### src/rtl/mips_pkg.sv
// Shared MIPS definitions: branch compare select bit positions and the
// 2-bit bimodal predictor counter encodings.
package mips_pkg;

  // Bit positions inside ex_op, ordered like MIPS_DECINFO_BJP_*.
  localparam int unsigned BJP_GEZ  = 0;
  localparam int unsigned BJP_LTZ  = 1;
  localparam int unsigned BJP_EQ   = 2;
  localparam int unsigned BJP_NE   = 3;
  localparam int unsigned BJP_LEZ  = 4;
  localparam int unsigned BJP_GTZ  = 5;
  localparam int unsigned BJP_OP_W = 6;

  typedef enum logic [1:0] {
    SNT = 2'd0,
    WNT = 2'd1,
    WT  = 2'd2,
    ST  = 2'd3
  } bht_cnt_e;

  localparam bht_cnt_e BHT_RESET = WNT;

  // Saturating step of a 2-bit direction counter.
  function automatic bht_cnt_e bht_next(input bht_cnt_e cur, input logic taken);
    bht_cnt_e nxt;
    nxt = cur;
    unique case (cur)
      SNT: nxt = taken ? WNT : SNT;
      WNT: nxt = taken ? WT  : SNT;
      WT:  nxt = taken ? ST  : WNT;
      ST:  nxt = taken ? ST  : WT;
      default: nxt = BHT_RESET;
    endcase
    return nxt;
  endfunction

endpackage

### src/rtl/mips_bjp_bht.sv
// Bimodal branch history table: asynchronous read, synchronous saturating
// update, asynchronous reset of every entry to weakly not-taken.
module mips_bjp_bht
  import mips_pkg::*;
#(
  parameter int unsigned BHT_DEPTH = 64,
  localparam int unsigned IDX_W = $clog2(BHT_DEPTH)
) (
  input  logic             clk,
  input  logic             rst,
  input  logic [IDX_W-1:0] rd_idx,
  output logic             rd_taken,
  input  logic             wr_en,
  input  logic [IDX_W-1:0] wr_idx,
  input  logic             wr_taken
);

  bht_cnt_e   cnt_q [BHT_DEPTH];
  logic [1:0] rd_cnt;

  assign rd_cnt   = cnt_q[rd_idx];
  assign rd_taken = rd_cnt[1];

  always_ff @(posedge clk or posedge rst) begin
    if (rst) begin
      for (int unsigned i = 0; i < BHT_DEPTH; i++) begin
        cnt_q[i] <= BHT_RESET;
      end
    end else if (wr_en) begin
      cnt_q[wr_idx] <= bht_next(cnt_q[wr_idx], wr_taken);
    end
  end

endmodule

### src/rtl/mips_ex_bjp_unit.sv
// EX-stage branch resolution: compares, target, mispredict flush/redirect,
// statistics. BHT is built only when MIPS_BJP_BHT_EN is defined.
module mips_ex_bjp_unit
  import mips_pkg::*;
#(
  parameter int unsigned DATA_W    = 32,
  parameter int unsigned ADDR_W    = 32,
  parameter int unsigned BHT_DEPTH = 64,
  parameter int unsigned CNT_W     = 16
) (
  input  logic                clk,
  input  logic                rst,
  input  logic                ex_valid,
  input  logic                ex_stall,
  input  logic [BJP_OP_W-1:0] ex_op,
  input  logic [DATA_W-1:0]   ex_rs,
  input  logic [DATA_W-1:0]   ex_rt,
  input  logic [DATA_W-1:0]   ex_imm,
  input  logic [ADDR_W-1:0]   ex_pc_incr,
  input  logic                ex_pred_taken,
  input  logic [ADDR_W-1:0]   if_lookup_pc_incr,
  output logic                if_pred_taken,
  output logic                bjp_flush,
  output logic [ADDR_W-1:0]   bjp_redirect_pc,
  output logic [CNT_W-1:0]    bjp_branch_cnt,
  output logic [CNT_W-1:0]    bjp_mispred_cnt
);

  logic                rs_neg;
  logic                rs_zero;
  logic                rs_eq_rt;
  logic [BJP_OP_W-1:0] cmp;
  logic                op_onehot;
  logic                taken;
  logic [DATA_W-1:0]   offset;
  logic [ADDR_W-1:0]   target;
  logic [ADDR_W-1:0]   next_pc;
  logic                resolve;
  logic                mispred;
  logic                unused_bits;

  // Sign bit and zero detect replace a subtractor for the signed tests.
  assign rs_neg   = ex_rs[DATA_W-1];
  assign rs_zero  = (ex_rs == '0);
  assign rs_eq_rt = (ex_rs == ex_rt);

  always_comb begin
    cmp          = '0;
    cmp[BJP_GEZ] = ~rs_neg;
    cmp[BJP_LTZ] = rs_neg;
    cmp[BJP_EQ]  = rs_eq_rt;
    cmp[BJP_NE]  = ~rs_eq_rt;
    cmp[BJP_LEZ] = rs_neg | rs_zero;
    cmp[BJP_GTZ] = ~rs_neg & ~rs_zero;
  end

  assign op_onehot = (ex_op != '0) && ((ex_op & (ex_op - 1'b1)) == '0);
  assign taken     = op_onehot & (|(ex_op & cmp));

  assign offset  = ex_imm << 2;
  assign target  = ex_pc_incr + offset[ADDR_W-1:0];
  assign next_pc = taken ? target : ex_pc_incr;

  assign resolve = ex_valid & ~ex_stall & ~bjp_flush;
  assign mispred = taken ^ ex_pred_taken;

  assign unused_bits = ^{if_lookup_pc_incr, ex_pc_incr};

  always_ff @(posedge clk or posedge rst) begin
    if (rst) begin
      bjp_flush       <= 1'b0;
      bjp_redirect_pc <= '0;
      bjp_branch_cnt  <= '0;
      bjp_mispred_cnt <= '0;
    end else if (!ex_stall) begin
      bjp_flush <= resolve & mispred;
      if (resolve) begin
        bjp_redirect_pc <= next_pc;
        if (bjp_branch_cnt != '1) begin
          bjp_branch_cnt <= bjp_branch_cnt + 1'b1;
        end
        if (mispred && (bjp_mispred_cnt != '1)) begin
          bjp_mispred_cnt <= bjp_mispred_cnt + 1'b1;
        end
      end
    end
  end

`ifdef MIPS_BJP_BHT_EN
  localparam int unsigned IDX_W = $clog2(BHT_DEPTH);

  mips_bjp_bht #(
    .BHT_DEPTH(BHT_DEPTH)
  ) u_bht (
    .clk      (clk),
    .rst      (rst),
    .rd_idx   (if_lookup_pc_incr[IDX_W+1:2]),
    .rd_taken (if_pred_taken),
    .wr_en    (resolve),
    .wr_idx   (ex_pc_incr[IDX_W+1:2]),
    .wr_taken (taken)
  );
`else
  assign if_pred_taken = 1'b0;
`endif

endmodule

### config.mk
export PLATFORM = sky130hd
export DESIGN_NAME = mips_ex_bjp_unit
export DESIGN_NICKNAME = d
export VERILOG_FILES = /design/src/rtl/mips_pkg.sv /design/src/rtl/mips_bjp_bht.sv /design/src/rtl/mips_ex_bjp_unit.sv
export SDC_FILE = /design/constraint.sdc
export NUM_CORES = 1
export LEC_CHECK = 0
export ABC_AREA = 1
export BUFFER_PORTS_ARGS = -buffer_cell sky130_fd_sc_hd__buf_2
export CAP_MARGIN = 10
export CORE_MARGIN = 1
export CORE_UTILIZATION = 53
export CTS_CLUSTER_DIAMETER = 80
export CTS_CLUSTER_SIZE = 14
export DETAILED_ROUTE_END_ITERATION = 12
export PLACE_DENSITY = 0.87
export RECOVER_POWER = 25
export SLEW_MARGIN = 10
export SYNTH_ARGS = -nofsm -noshare
export SYNTH_HDL_FRONTEND = slang
export SYNTH_HIERARCHICAL = 1
export SYNTH_SLANG_ARGS = --single-unit
### constraint.sdc
create_clock -name clk -period 4.25 [get_ports clk]
set_input_delay 0.6375 -clock clk [delete_from_list [all_inputs] [get_ports clk]]
set_output_delay 0.6375 -clock clk [all_outputs]
set_load 0.02 [all_outputs]
==> flow_metrics.py <==
metrics = {
    "setup_path": {
        "max_stage_delay_ps": 440,
        "crit_chain": "buf_2 > ha_1 > fa_1 > nand3_1 > nand3_1 > a21oi_1 > inv_1 > nand2_1 > nand2_1 > a21oi_1 > xnor2_1 > nor2_1 > o21ai_1",
        "critical_path_class": "input pin to flop",
        "cp_max_fo": 5,
        "critical_path_buf_inv_count": 2,
        "start_kind": "input pin",
        "cp_top_family": "adder cells",
        "endpoint_kind": "flop",
        "arrival_ps": 2730,
        "critPathSlowestCell": "fa_1",
        "worst-endpoint-required_ps": 4520,
    },
    "clock_tree": {
        "clock_latency_ps": 350,
        "cts_tree": "built",
        "post_cts_resized": 0,
        "cts_hold_buf": 0,
        "cts.clk_slew.worst_paths_ps": 90,
        "clkSinkCount": 65,
        "cts_buffers": 9,
        "root_buffer": "clkbuf_8",
        "htreeDepth": 3,
        "clockBufferDepth": 2,
        "post_cts_buffers": 0,
    },
    "synth": {
        "synth_nets": 1028,
        "syn_inst": 825,
        "syn-cell-area_um2": 5580,
        "seq_area_frac_synth": 0.291,
        "syn_area_per_cell_um2": 6.76,
        "synth_cell_types": 35,
        "ys_ff_latch": 65,
        "yosys_warnings": 6,
    },
    "timing": {
        "hold_viol_final": 0,
        "fin_tns_setup_ps": 0,
        "tightestPinTransition_ps": 1810,
        "skew_ps": 17.1,
        "finalSetupViolations": 0,
        "layout_setup_ws_ps": 1790,
        "max_freq_mhz": 407,
        "maxSlewHeadroom": -0.206,
        "rsz0062_at_grt": "no",
        "drv_slew": 48,
        "min_period_ps": 2460,
        "finalCritPeriodShare": 0.579,
    },
    "power": {
        "power_switching_uw": 847,
        "power_mw": 2.20,
        "cellPowerDensity_nw_per_um2": 317,
        "p_clk_frac": 0.272,
        "ir_worst_vdd_v": 0.000176,
        "power_frac_comb": 0.366,
        "p_sw_frac": 0.385,
        "p_int_mw": 1.35,
        "p_seq_frac": 0.361,
        "leakage_nw": 3.75,
    },
    "placement": {
        "dpl_worst_slack_ps": 1490,
        "port_buffers": 201,
        "place_area_um2": 6710,
        "place_hpwl_um": 12100,
        "gp_congestion": 0.951,
    },
    "run_status": {
        "outcome": "finished with violations",
        "violations": "max-capacitance violations, max-slew violations",
    },
    "route": {
        "drt_iter0_drc": 347,
        "drc": 0,
        "wl_per_cell_um": 13.1,
        "vias": 6027,
        "wirelength_um": 15300,
        "drtPass1Iterations": 5,
        "vias_per_cell": 5.17,
        "detail-route-antenna-nets": 0,
    },
    "min_path": {
        "hp-class": "input pin to flop",
    },
    "floorplan": {
        "die_area_um2": 10900,
        "die_w_um": 105,
        "die_y_um": 105,
        "io_pins": 237,
        "fp-row-count": 37,
        "start_util": 0.543,
        "core_um2": 10300,
    },
    "final_layout": {
        "register_area_um2": 1630,
        "final_common_cell": "nand2_1",
        "layout_common_cells": "nand2_1 (265), buf_2 (199), nor2_1 (88)",
        "syn_to_final_growth_pct": 24.1,
        "multi_input_area_um2": 3570,
        "fin_nets": 1228,
        "drive_above_1_share": 0.223,
        "nFillCells": 950,
        "final_area_um2": 6930,
        "diodes": 0,
    },
    "grt": {
        "grt_max_degree": 48,
        "grt_antenna_before_repair": 0,
        "grt_overflow": 0,
        "grt_pass1_wl_um": 25400,
        "grt_pass1_vias": 5767,
        "track_usage": 0.286,
    },
    "run": {
        "max_cap_viol_count": 1,
    },
}
## per-layer routing
layer	share of wire	vias to the layer above	GRT usage
li1	-	3056	-
met1	0.43	2746	0.359
met2	0.49	196	0.498
met3	0.064	29	0.0480
met4	0.017	0	0.0946
met5	0	-	0
## flip-flops by register name (all words and copies together) (netlist names)
name and cells:
bjp_mispred_cnt 16, bjp_redirect_pc 32, bjp_branch_cnt 16, bjp_flush 1
## cell type report
class	instances	area share
multi-input cells	663	0.516
flip-flops and latches	65	0.235
repair buffers	205	0.149
inverters	81	0.0439
well taps	136	0.0246
clock buffers	9	0.0179
clock inverters	7	0.0137
## final timing paths
path | startpoint | endpoint | cells after the start | slack, ps
setup / recovery | ex_imm[0] | bjp_redirect_pc[16] | 13 | 1790
hold / removal | ex_pc_incr[0] | bjp_redirect_pc[0] | 3 | 480
max in group asynchronous | rst | bjp_redirect_pc[18] | 3 | 2240
setup reg to reg | bjp_mispred_cnt[0] | bjp_mispred_cnt[7] | 9 | 2000
hold reg to reg | bjp_redirect_pc[30] | bjp_redirect_pc[30] | 2 | 480
min in group asynchronous | rst | bjp_mispred_cnt[9] | 2 | 870
## synth_stat cells
library cell  instances  share of area
a21o_1                3         0.0040
a21oi_1              40          0.036
a221oi_2              1         0.0027
a31oi_1               6         0.0067
and2_1                1         0.0011
buf_2                 6         0.0054
buf_4                 2         0.0027
buf_6                 1         0.0020
clkbuf_1              7         0.0047
clkinv_1              1        0.00067
conb_1                1        0.00067
dfrtp_1              65           0.29
fa_1                  1         0.0036
ha_1                 31          0.070
inv_1                77          0.052
inv_2                 3         0.0020
mux2i_1               1         0.0018
nand2_1             265           0.18
nand3_1              48          0.043
nand3_2               2         0.0036
nand4_1              10          0.011
nand4_2               2         0.0045
nor2_1               88          0.059
nor2_4                1         0.0020
nor3_1               10         0.0090
nor3_2                2         0.0036
nor4_1                3         0.0034
o211ai_1             13          0.017
o21a_1                2         0.0027
o21ai_0              33          0.030
o21ai_1              13          0.012
o21bai_1              2         0.0027
or2_1                 1         0.0011
xnor2_1              56          0.088
xor2_1               27          0.042
## power groups by stage
stage | Combinational, mW | Sequential [mW] | Clock [mW]
after detailed placement | 0.803 | 0.805 | 0
final | 0.806 | 0.795 | 0.598
after global routing | 0.894 | 0.807 | 0.631
after floorplan | 0.406 | 0.918 | 0
after global placement | 0.788 | 0.801 | 0
after CTS | 0.807 | 0.794 | 0.605
## worst reg2reg max path: stages (launching register included)
cell     delay, ps
dfrtp_1        410
ha_1           230
nand3_1        150
inv_1          120
nand2_1        100
nor3_2         140
nand4_2        400
nand4_2        470
nand2_1        100
nand2_1         80
## cell families after synthesis
| group | share of synthesized area |
|---|---|
| fa+ha+maj | 0.0731 |
| buf+inv | 0.0693 |
| other cells | 0.000672 |
| flops | 0.291 |
| compound gates | 0.113 |
| mux | 0.00179 |
| xor+xnor | 0.130 |
| simple gates | 0.320 |
## through the flow
step,utilization,std cells,hold WS (ps)
floorplan,-,825,584
global placement,0.653,1150,453
detailed placement,0.653,1150,458
CTS,0.674,1166,473
global route,0.674,1166,475
finish,0.674,1166,479
No activity file was read; power rests on OpenSTA's default activity.
